<file path="config.mk">
export PLATFORM = sky130hd
export DESIGN_NAME = mux4_rr_arbiter
export DESIGN_NICKNAME = d
export VERILOG_FILES = /design/src/rtl/mux4_rr_arbiter.sv
export SDC_FILE = /design/constraint.sdc
export NUM_CORES = 1
export LEC_CHECK = 0
export ABC_CLOCK_PERIOD_IN_PS = 2600
export CORE_MARGIN = 3
export CORE_UTILIZATION = 23
export CTS_CLUSTER_SIZE = 30
export DETAILED_ROUTE_END_ITERATION = 6
export GPL_TIMING_DRIVEN = 0
export PLACE_DENSITY = 0.49
export SYNTH_ARGS = -nofsm -noshare
export SYNTH_HDL_FRONTEND = slang
export SYNTH_SLANG_ARGS = --single-unit
</file>
<file path="constraint.sdc">
create_clock -name clk -period 2.6 [get_ports clk]
set_input_delay 0.78 -clock clk [delete_from_list [all_inputs] [get_ports clk]]
set_output_delay 0.78 -clock clk [all_outputs]
set_load 0.03 [all_outputs]
</file>
<file path="src/rtl/mux4_rr_arbiter.sv">
// Round-robin arbiter for a shared 4:1 mux with a bounded hold time per owner.
// Every owner change passes through one idle cycle so the mux switches break-before-make.
//
// state    | meaning
// ---------|-----------------------------------------------------------
// ST_IDLE  | no owner; gnt/valid low; picks the next winner after last
// ST_GRANT | owner sel holds the mux; cnt counts held cycles
module mux4_rr_arbiter #(
  parameter int MAX_HOLD = 8
) (
  input  logic       clk,
  input  logic       rst,
  input  logic [3:0] req,
  output logic [1:0] sel,
  output logic [3:0] gnt,
  output logic       valid
);

  localparam int CW = $clog2(MAX_HOLD + 1);
  localparam logic [CW-1:0] MAX_CNT = CW'(MAX_HOLD);

  localparam logic [0:0] ST_IDLE  = 1'b0;
  localparam logic [0:0] ST_GRANT = 1'b1;

  logic [0:0]    state_q, state_d;
  logic [1:0]    last_q,  last_d;
  logic [CW-1:0] cnt_q,   cnt_d;
  logic [1:0]    sel_q,   sel_d;
  logic [3:0]    gnt_q,   gnt_d;
  logic          valid_q, valid_d;
  logic          ready_q, ready_d;

  logic [1:0] idx;
  logic [1:0] win;
  logic       found;
  logic       others;
  logic       owner_req;
  logic       release_now;

  // Scan last+1, last+2, last+3, last so the previous owner has lowest priority.
  always_comb begin
    idx   = '0;
    win   = last_q;
    found = 1'b0;
    for (int i = 1; i <= 4; i++) begin
      idx = last_q + 2'(i);
      if (!found && req[idx]) begin
        found = 1'b1;
        win   = idx;
      end
    end
  end

  assign others      = |(req & ~gnt_q);
  assign owner_req   = req[sel_q];
  assign release_now = !owner_req || ((cnt_q == MAX_CNT) && others);

  always_comb begin
    state_d = state_q;
    last_d  = last_q;
    cnt_d   = cnt_q;
    sel_d   = sel_q;
    gnt_d   = gnt_q;
    valid_d = valid_q;
    ready_d = 1'b1;
    case (state_q)
      ST_IDLE: begin
        gnt_d   = 4'b0000;
        valid_d = 1'b0;
        // The first edge after reset removal only arms the arbiter.
        if (ready_q && found) begin
          state_d = ST_GRANT;
          sel_d   = win;
          gnt_d   = 4'b0001 << win;
          valid_d = 1'b1;
          last_d  = win;
          cnt_d   = CW'(1);
        end
      end
      ST_GRANT: begin
        if (release_now) begin
          state_d = ST_IDLE;
          gnt_d   = 4'b0000;
          valid_d = 1'b0;
        end else if (cnt_q != MAX_CNT) begin
          cnt_d = cnt_q + CW'(1);
        end
      end
      default: begin
        state_d = ST_IDLE;
        gnt_d   = 4'b0000;
        valid_d = 1'b0;
      end
    endcase
  end

  always_ff @(posedge clk or posedge rst) begin
    if (rst) begin
      state_q <= ST_IDLE;
      last_q  <= 2'b11;
      cnt_q   <= '0;
      sel_q   <= 2'b00;
      gnt_q   <= 4'b0000;
      valid_q <= 1'b0;
      ready_q <= 1'b0;
    end else begin
      state_q <= state_d;
      last_q  <= last_d;
      cnt_q   <= cnt_d;
      sel_q   <= sel_d;
      gnt_q   <= gnt_d;
      valid_q <= valid_d;
      ready_q <= ready_d;
    end
  end

  assign sel   = sel_q;
  assign gnt   = gnt_q;
  assign valid = valid_q;

endmodule

</file>
==> impl_metrics.csv, run 1 <==
group,metric,value,unit
placed_design,routabilityCongestion,0.720,
critical_path,cp_cell_sequence,"clkdlybuf4s50_1",
min_path,min_path_type,"reg2reg",
synthesis,synth-seq-cells,15,
min_path,min-delay-start,"valid",
synthesis,synth_top_cell_area_share,38.5,%
clock_network,clk_pin_slew,0.07,ns
placed_design,dp_hpwl,1.34,mm
global_routing,grt_usage,9.99,%
floorplanning,fp.dieH,66.6,um
clock_network,cts_resized,0,
power_and_ir_drop,comb_power_share,47.5,%
clock_network,clockBufferDepth,2,
floorplanning,fp.dieW,66.6,um
critical_path,arrival,1.41,ns
timing,final_hold_viol_count,0,
floorplanning,dieArea,4430,um^2
synthesis,synth.avg_cell_area,10.6,um^2
critical_path,required,1.82,ns
placed_design,io_buffers,12,
routing,via_per_inst,4.59,
critical_path,critPathSlowestCell,"clkdlybuf4s50_1",
timing,fmax,456,MHz
critical_path,r2r-start,"last_q[1]",
power_and_ir_drop,seq_power_share,36.2,%
synthesis,synthTopCellsByCount,"13 x dfrtp_1, 7 x nand2_1, 5 x a21oi_1",
floorplanning,core,3440,um^2
power_and_ir_drop,p_leak,0.000446,uW
critical_path,r2r_cells,5,
timing,finalCriticalPeriod,2.19,ns
clock_network,root_buffer,"clkbuf_8",
layout,antenna_cells,0,
power_and_ir_drop,p_per_area,1110,nW/um^2
power_and_ir_drop,power.internal,701,uW
run,maxCapViolations,0,
synthesis,synth_top_area_cell,"dfrtp_1",
routing,detail_route.iter0.violations,10,
synthesis,synth.most_common_cell,"dfrtp_1",
critical_path,crit_family,"buffers and inverters",
global_routing,antenna_found_initial,0,
critical_path,reg2reg_to,"gnt[2]",
critical_path,cp.buffers_inverters,1,
clock_network,clkSinkCount,15,
power_and_ir_drop,pwr-share-clk,16.3,%
clock_network,cts_setup_buffers,0,
synthesis,yosysWarnings,0,
routing,remaining_drc_errors,0,
routing,first_pass_iters,4,
layout,nNetsFinal,105,
timing,min_period_over_period,84.3,%
timing,relSlewSlack,61.1,%
timing,slew_viol_final,0,
synthesis,netlist_area,845,um^2
critical_path,crit_start,"sel[1]",
critical_path,crit_path_max_fanout,5,
run_status,status,"finished, final reports clean",
critical_path,worst-setup-path-type,"reg2out",
synthesis,synth_cells,80,
power_and_ir_drop,p_sw,480,uW
routing,avgRoutedWirePerCell,13.3,um
global_routing,grt_pass1_vias,678,
placed_design,placed_cells,138,
synthesis,async_flop_share,100,%
critical_path,r2r_slack,1.02,ns
global_routing,grt_max_degree,16,
min_path,whs_path_depth,1,
synthesis,ys_types,38,
power_and_ir_drop,power.share.switching,40.6,%
routing,postRouteAntennaNets,0,
critical_path,path_depth,1,
timing,finClkSkew,0.00816,ns
synthesis,synth_seq_area_share,44.7,%
synthesis,synth.area.top_cells,"dfrtp_1 39%, dfstp_2 6.2%, mux2i_1 4.7%",
power_and_ir_drop,power,1180,uW
clock_network,cts_tree,"yes",
layout,fin_cells,142,
layout,drive_above_1_share,14.6,%
floorplanning,num_rows,21,
layout,area_growth,26.5,%
clock_network,ctsHoldBuffers,0,
timing,setup_viol,0,
critical_path,critPathCaptureType,"output pin",
routing,wl,1.89,mm
routing,via_count,652,
global_routing,grt_pass1_wl,3.28,mm
clock_network,cts_made_buffers,3,
global_routing,globalRoute.totalOverflow,0,
timing,rsz0062_at_grt,"no",
critical_path,start_kind,"flop",
synthesis,synth_edf_count,0,
timing,tns,0,ns
synthesis,syn_nets,88,
power_and_ir_drop,ir_worst_vdd,0.000559,V
clock_network,htree_levels,1,
min_path,whs_endpoint,"valid",
floorplanning,ioPinCount,13,
floorplanning,initial_core_util,24.5,%
synthesis,ys.flop_type,"dfrtp_1",
clock_network,clk_latency,0.25,ns
timing,worst_pin_slew,0.583,ns
critical_path,critPathMaxStageDelay,0.71,ns
-- worst reg2reg max path: stages, from the launching register on --
cell,delay [ns]
dfstp_2,0.53
buf_6,0.11
mux2i_1,0.18
nor2_1,0.06
nor3_2,0.40
a32o_1,0.24
-- sequential cells by signal (all words and copies together), names as in the netlist --
signal   flops
cnt_q        4
gnt          4
last_q       2
ready_q      1
sel          2
state_q      1
valid        1
-- how the worst max path moves through the flow --
stage	slack, ns	endpoint
detailed placement	0.16	gnt[3]
global placement	0.19	gnt[0]
finish	0.41	sel[1]
floorplan	0.91	gnt[0]
global route	0.25	gnt[1]
CTS	0.39	sel[1]
-- area by class of cell --
type / count / area, um^2
Multi-Input combinational cell: 59 / 433
Clock inverter: 1 / 5.00
Timing Repair Buffer: 12 / 120
Fill cell: 362 / 2370
Clock buffer: 3 / 41.3
Buffer: 2 / 18.8
Tap cell: 46 / 57.6
Inverter: 4 / 15.0
Sequential cell: 15 / 378
-- kinds of logic after synthesis --
group | count (synthesis) | synth area share [%]
DFF | 15 | 44.7
and+or+nand+nor | 29 | 19.9
AOI/OAI and AO/OA | 22 | 20.6
other | 1 | 0.444
buffers and inverters | 6 | 4.00
adders and majority gates | 2 | 2.96
muxes | 5 | 7.41
-- cell usage in the layout, fill, tap and decap left out, types with 2 or more instances in the layout --
cell / count
inv_1: 4
dfrtp_1: 13
a32o_1: 2
dfstp_2: 2
nor2b_1: 4
nand2b_1: 3
nor2_1: 3
o2bb2ai_1: 2
clkbuf_8: 3
nand2_1: 7
o21a_1: 2
clkdlybuf4s50_1: 12
mux2i_1: 4
nand3_1: 3
a21oi_1: 5
ha_1: 2
-- per-stage QoR --
stage	hold WS, ns	utilization (%)	setup WS, ns	instance area (um^2)
after floorplan	0.481	-	0.905	845
after global placement	0.464	29.7	0.186	1020
after detailed placement	0.487	29.7	0.162	1020
after CTS	0.508	31.0	0.386	1070
after global routing	0.557	31.0	0.246	1070
final	0.492	31.0	0.409	1070
-- layer usage --
metal  wire, um  GRT usage, %
met2        916          15.5
met1        887          13.0
met4         11          3.05
met5          0             0
met3         73          3.54
-- power by group through the flow --
stage | Clock (uW) | Combinational [uW] | Sequential (uW)
finish | 192 | 561 | 427
CTS | 202 | 570 | 429
floorplan | 0 | 327 | 492
global route | 218 | 619 | 446
detailed placement | 0 | 567 | 433
global placement | 0 | 555 | 430
Power figures use the tool's default switching activity.
==> inputs of run 2 (changes only) <==
- ABC_CLOCK_PERIOD_IN_PS: 2600 -> 1800
- PLACE_DENSITY: 0.49 -> 0.5
- clock period: 2.6 -> 1.8 ns (I/O delays scaled with it)
==> impl_metrics.csv, run 2 (synthesis gave the netlist of run 1 again) <==
group,metric,value,unit
critical_path,critPathCaptureType,"output pin",
global_routing,met1_usage,12.6,%
min_path,min_path_type,"reg2reg",
routing,via_per_inst,4.65,
timing,setup_viol,0,
global_routing,grt_busiest_layer,"met2",
layout,postLayoutCoreUtil,31.1,%
timing,rsz0062_at_grt,"no",
min_path,whs_path_depth,1,
timing,fmax,598,MHz
layout,fin_cells,143,
clock_network,clkSinkCount,15,
placed_design,placed_cells,138,
global_routing,grt_pass1_vias,705,
critical_path,crit_family,"flip-flops",
timing,min_period_over_period,92.9,%
global_routing,antenna_found_initial,0,
timing,slew_viol_final,0,
layout,final_common_cell,"dfrtp_1",
routing,avgRoutedWirePerCell,13.3,um
power_and_ir_drop,p_leak,0.000478,uW
layout,area_growth,26.7,%
critical_path,cp.buffers_inverters,1,
run_status,status,"finished, final reports clean",
floorplanning,fp.dieW,66.6,um
timing,worst_pin_slew,0.578,ns
timing,finClkSkew,0.00587,ns
routing,remaining_drc_errors,0,
critical_path,critPathMaxStageDelay,0.46,ns
critical_path,crit_path_max_fanout,5,
timing,finalCriticalPeriod,1.67,ns
critical_path,required,1.26,ns
layout,antenna_cells,0,
min_path,min-delay-start,"valid",
routing,first_pass_iters,4,
critical_path,reg2reg_to,"state_q",
routing,via_count,665,
global_routing,met3_usage,4.05,%
critical_path,r2r_slack,0.24,ns
placed_design,dp_hpwl,1.39,mm
power_and_ir_drop,p_per_area,1570,nW/um^2
critical_path,cp_cell_sequence,"dlygate4sd2_1",
critical_path,r2r-start,"cnt_q[1]",
floorplanning,dieArea,4430,um^2
critical_path,arrival,1.13,ns
clock_network,ctsHoldBuffers,0,
layout,drive_above_1_share,16.5,%
min_path,whs_endpoint,"valid",
global_routing,met2_usage,15.3,%
global_routing,grt_pass1_wl,3.30,mm
floorplanning,ioPinCount,13,
critical_path,r2r_cells,5,
clock_network,cts_tree,"yes",
global_routing,globalRoute.totalOverflow,0,
clock_network,cts_made_buffers,3,
critical_path,start_kind,"flop",
layout,final_cell_mix,"13 x dfrtp_1, 11 x dlygate4sd2_1, 7 x nand2_1",
floorplanning,num_rows,21,
clock_network,clk_pin_slew,0.07,ns
power_and_ir_drop,ir_worst_vdd,0.000566,V
floorplanning,core,3440,um^2
routing,postRouteAntennaNets,0,
floorplanning,fp.dieH,66.6,um
critical_path,critPathSlowestCell,"dfrtp_1",
critical_path,worst-setup-path-type,"reg2out",
clock_network,root_buffer,"clkbuf_8",
clock_network,clk_latency,0.25,ns
clock_network,htree_levels,1,
global_routing,grt_max_degree,16,
run,maxCapViolations,0,
routing,detail_route.iter0.violations,26,
timing,hold_slack,0.491,ns
layout,nNetsFinal,106,
floorplanning,initial_core_util,24.5,%
timing,relSlewSlack,61.4,%
clock_network,clockBufferDepth,2,
global_routing,grt_usage,9.96,%
timing,final_hold_viol_count,0,
placed_design,routabilityCongestion,0.729,
placed_design,io_buffers,12,
routing,wl,1.90,mm
-- run 2: changes by cell type in the layout (fill, tap and decap cells not counted), sizes merged --
cell | before | now
buf | 2 | 3
clkdlybuf4s50 | 12 | 1
dlygate4sd2 | 0 | 11
-- run 2: area by class of cell --
class,count,area (um^2)
sequential,15,378
fill,378,2370
buffer,2,18.8
clock buffer,3,41.3
clock inverter,1,5.00
inverter,4,15.0
tap,46,57.6
timing repair buffer,13,114
multi-input combinational,59,440
-- run 2: worst register-to-register path, cell delays in order (launching register included) --
cell and delay [ns]:
dfrtp_1 0.41, inv_1 0.10, ha_1 0.15, nand3b_1 0.20, o21a_2 0.32, or2_2 0.27
-- run 2: through the flow --
step / instance area [um^2] / setup TNS (ns) / total power [uW] / setup WS [ns]
floorplan: 845 / 0 / 1180 / 0.214
global placement: 1020 / -4.25 / 1420 / -0.377
detailed placement: 1020 / -4.16 / 1450 / -0.356
CTS: 1070 / 0 / 1700 / 0.102
global route: 1070 / 0 / 1820 / 0.0578
finish: 1070 / 0 / 1680 / 0.128
-- run 2: worst max-delay path by stage --
stage	start	to	slack (ns)	cells after the start
floorplan	sel[1]	state_q	0.21	4
global placement	req[1]	gnt[2]	-0.38	5
CTS	sel[1]	sel[1]	0.10	1
finish	sel[1]	sel[1]	0.13	1
global route	sel[1]	sel[1]	0.06	1
detailed placement	req[1]	gnt[2]	-0.36	5
-- run 2: where the power goes --
group / internal, uW / switching, uW
combinational: 343 / 441
sequential: 481 / 134
clock: 153 / 126
-- run 2: per-layer routing --
metal  share of wire, %  up-vias  wire [um]
li1                   -      326          -
met1                 46      326        879
met2                 49       11        926
met3                4.6        2         87
met4               0.58        0         11
met5                  0        -          0
-- run 2: repair_timing --
| action | 4_1_cts | 5_1_grt |
|---|---|---|
| buffers inserted | 1 | 0 |
| gates resized for setup | 13 | 0 |
| setup endpoints to repair | 17 | 0 |
==> inputs of run 3 (changes only) <==
- ABC_CLOCK_PERIOD_IN_PS: 1800 -> 2000
- CTS_CLUSTER_DIAMETER: unset -> 120
- PLACE_DENSITY: 0.5 -> 0.49
- clock period: 1.8 -> 2 ns (I/O delays scaled with it)
==> impl_metrics.csv, run 3 (synthesis gave the netlist of run 1 again) <==
group,metric,value,unit
placed_design,routabilityCongestion,0.720,
power_and_ir_drop,power.share.switching,41.0,%
placed_design,placed_cell_area,1020,um^2
placed_design,io_buffers,12,
power_and_ir_drop,p_per_area,1410,nW/um^2
placed_design,dp_hpwl,1.34,mm
global_routing,grt_pass1_vias,678,
clock_network,ctsHoldBuffers,0,
power_and_ir_drop,p_leak,0.000491,uW
floorplanning,dieArea,4430,um^2
global_routing,globalRoute.totalOverflow,0,
critical_path,critPathCaptureType,"output pin",
routing,avgRoutedWirePerCell,13.2,um
power_and_ir_drop,comb_power_share,47.4,%
routing,postRouteAntennaNets,0,
global_routing,grt_pass1_wl,3.28,mm
critical_path,arrival,1.33,ns
run,maxCapViolations,0,
layout,antenna_cells,0,
timing,relSlewSlack,61.1,%
routing,first_pass_iters,4,
clock_network,root_buffer,"clkbuf_8",
critical_path,crit_path_max_fanout,3,
floorplanning,core,3440,um^2
min_path,min_path_type,"reg2reg",
critical_path,cp_cell_sequence,"clkdlybuf4s50_1",
timing,rsz0062_at_grt,"no",
layout,nNetsFinal,105,
layout,area_growth,28.6,%
timing,final_hold_viol_count,0,
clock_network,clk_latency,0.25,ns
routing,remaining_drc_errors,0,
global_routing,antenna_found_initial,0,
clock_network,clockBufferDepth,2,
critical_path,critPathMaxStageDelay,0.69,ns
critical_path,r2r-start,"last_q[1]",
routing,wl,1.88,mm
layout,drive_above_1_share,15.6,%
routing,detail_route.iter0.violations,18,
min_path,min-delay-start,"valid",
timing,setup_viol,0,
layout,fill_cells,363,
power_and_ir_drop,ir_worst_vdd,0.000730,V
layout,final_cell_mix,"13 x dfrtp_1, 7 x nand2_1, 6 x clkdlybuf4s50_1",
timing,min_period_over_period,96.5,%
routing,via_per_inst,4.55,
power_and_ir_drop,seq_power_share,36.2,%
clock_network,clkSinkCount,15,
clock_network,htree_levels,1,
floorplanning,fp.dieW,66.6,um
timing,finalCriticalPeriod,1.93,ns
global_routing,grt_max_degree,16,
critical_path,required,1.40,ns
timing,hold_slack,0.492,ns
global_routing,grt_usage,9.99,%
power_and_ir_drop,pwr-share-clk,16.4,%
critical_path,cp.buffers_inverters,1,
floorplanning,initial_core_util,24.5,%
clock_network,cts_tree,"yes",
timing,slew_viol_final,0,
floorplanning,num_rows,21,
timing,tns,0,ns
critical_path,worst-setup-path-type,"reg2out",
clock_network,cts_made_buffers,3,
timing,worst_pin_slew,0.583,ns
critical_path,critPathSlowestCell,"clkdlybuf4s50_1",
clock_network,cts_setup_buffers,0,
floorplanning,fp.dieH,66.6,um
power_and_ir_drop,power.internal,903,uW
critical_path,crit_start,"gnt[1]",
power_and_ir_drop,p_sw,628,uW
timing,fmax,518,MHz
layout,final_common_cell,"dfrtp_1",
timing,finClkSkew,0.00758,ns
critical_path,crit_family,"buffers and inverters",
clock_network,clk_pin_slew,0.07,ns
critical_path,start_kind,"flop",
floorplanning,ioPinCount,13,
run_status,status,"finished, final reports clean",
routing,via_count,646,
layout,finalInstanceArea,1090,um^2
## run 3: path summary, 6_finish.rpt
kind	to	slack (ns)	cells after the start
worst max-delay path	gnt[1]	0.07	1
worst min-delay path	valid	0.49	1
worst max register to register	gnt[2]	0.43	5
worst min register to register	valid	0.49	1
max in group asynchronous	sel[1]	0.91	2
min in group asynchronous	valid	0.70	2
## run 3: metrics by stage
step | std cells | setup WS (ns) | power (uW) | utilization, %
CTS | 142 | 0.00891 | 1560 | 31.0
global route | 142 | 0.0125 | 1660 | 31.6
finish | 142 | 0.0707 | 1530 | 31.6
detailed placement | 138 | -0.258 | 1300 | 29.7
global placement | 138 | -0.234 | 1280 | 29.7
floorplan | 80 | 0.414 | 1060 | -
## run 3: cell type report
cell class                      count  area [um^2]  share of cell area (%)
Inverter                            4         15.0                    1.38
Clock buffer                        3         41.3                    3.80
Clock inverter                      1         5.00                   0.461
Sequential cell                    15          378                    34.8
Timing Repair Buffer               12          131                    12.1
Buffer                              2         18.8                    1.73
Multi-Input combinational cell     59          439                    40.4
Tap cell                           46         57.6                    5.30
## run 3: per-layer routing
| metal | part of all wire (%) | track usage, % | wire length, um | vias up |
|---|---|---|---|---|
| li1 | - | - | - | 326 |
| met1 | 48 | 13.0 | 895 | 309 |
| met4 | 0.59 | 3.05 | 11 | 0 |
| met5 | 0 | 0 | 0 | - |
| met3 | 3.8 | 3.54 | 72 | 2 |
| met2 | 48 | 15.5 | 899 | 9 |
## run 3: repair_timing
action	in CTS	in global routing
endpoints found under the setup margin	2	9
resized for setup	2	6
pin swaps	0	1
## run 3: power by group through the flow
stage | sequential, uW | clock (uW) | combinational, uW
after floorplan | 640 | 0 | 425
after global placement | 559 | 0 | 722
after detailed placement | 563 | 0 | 737
after CTS | 557 | 262 | 735
after global routing | 579 | 283 | 802
final | 555 | 251 | 725
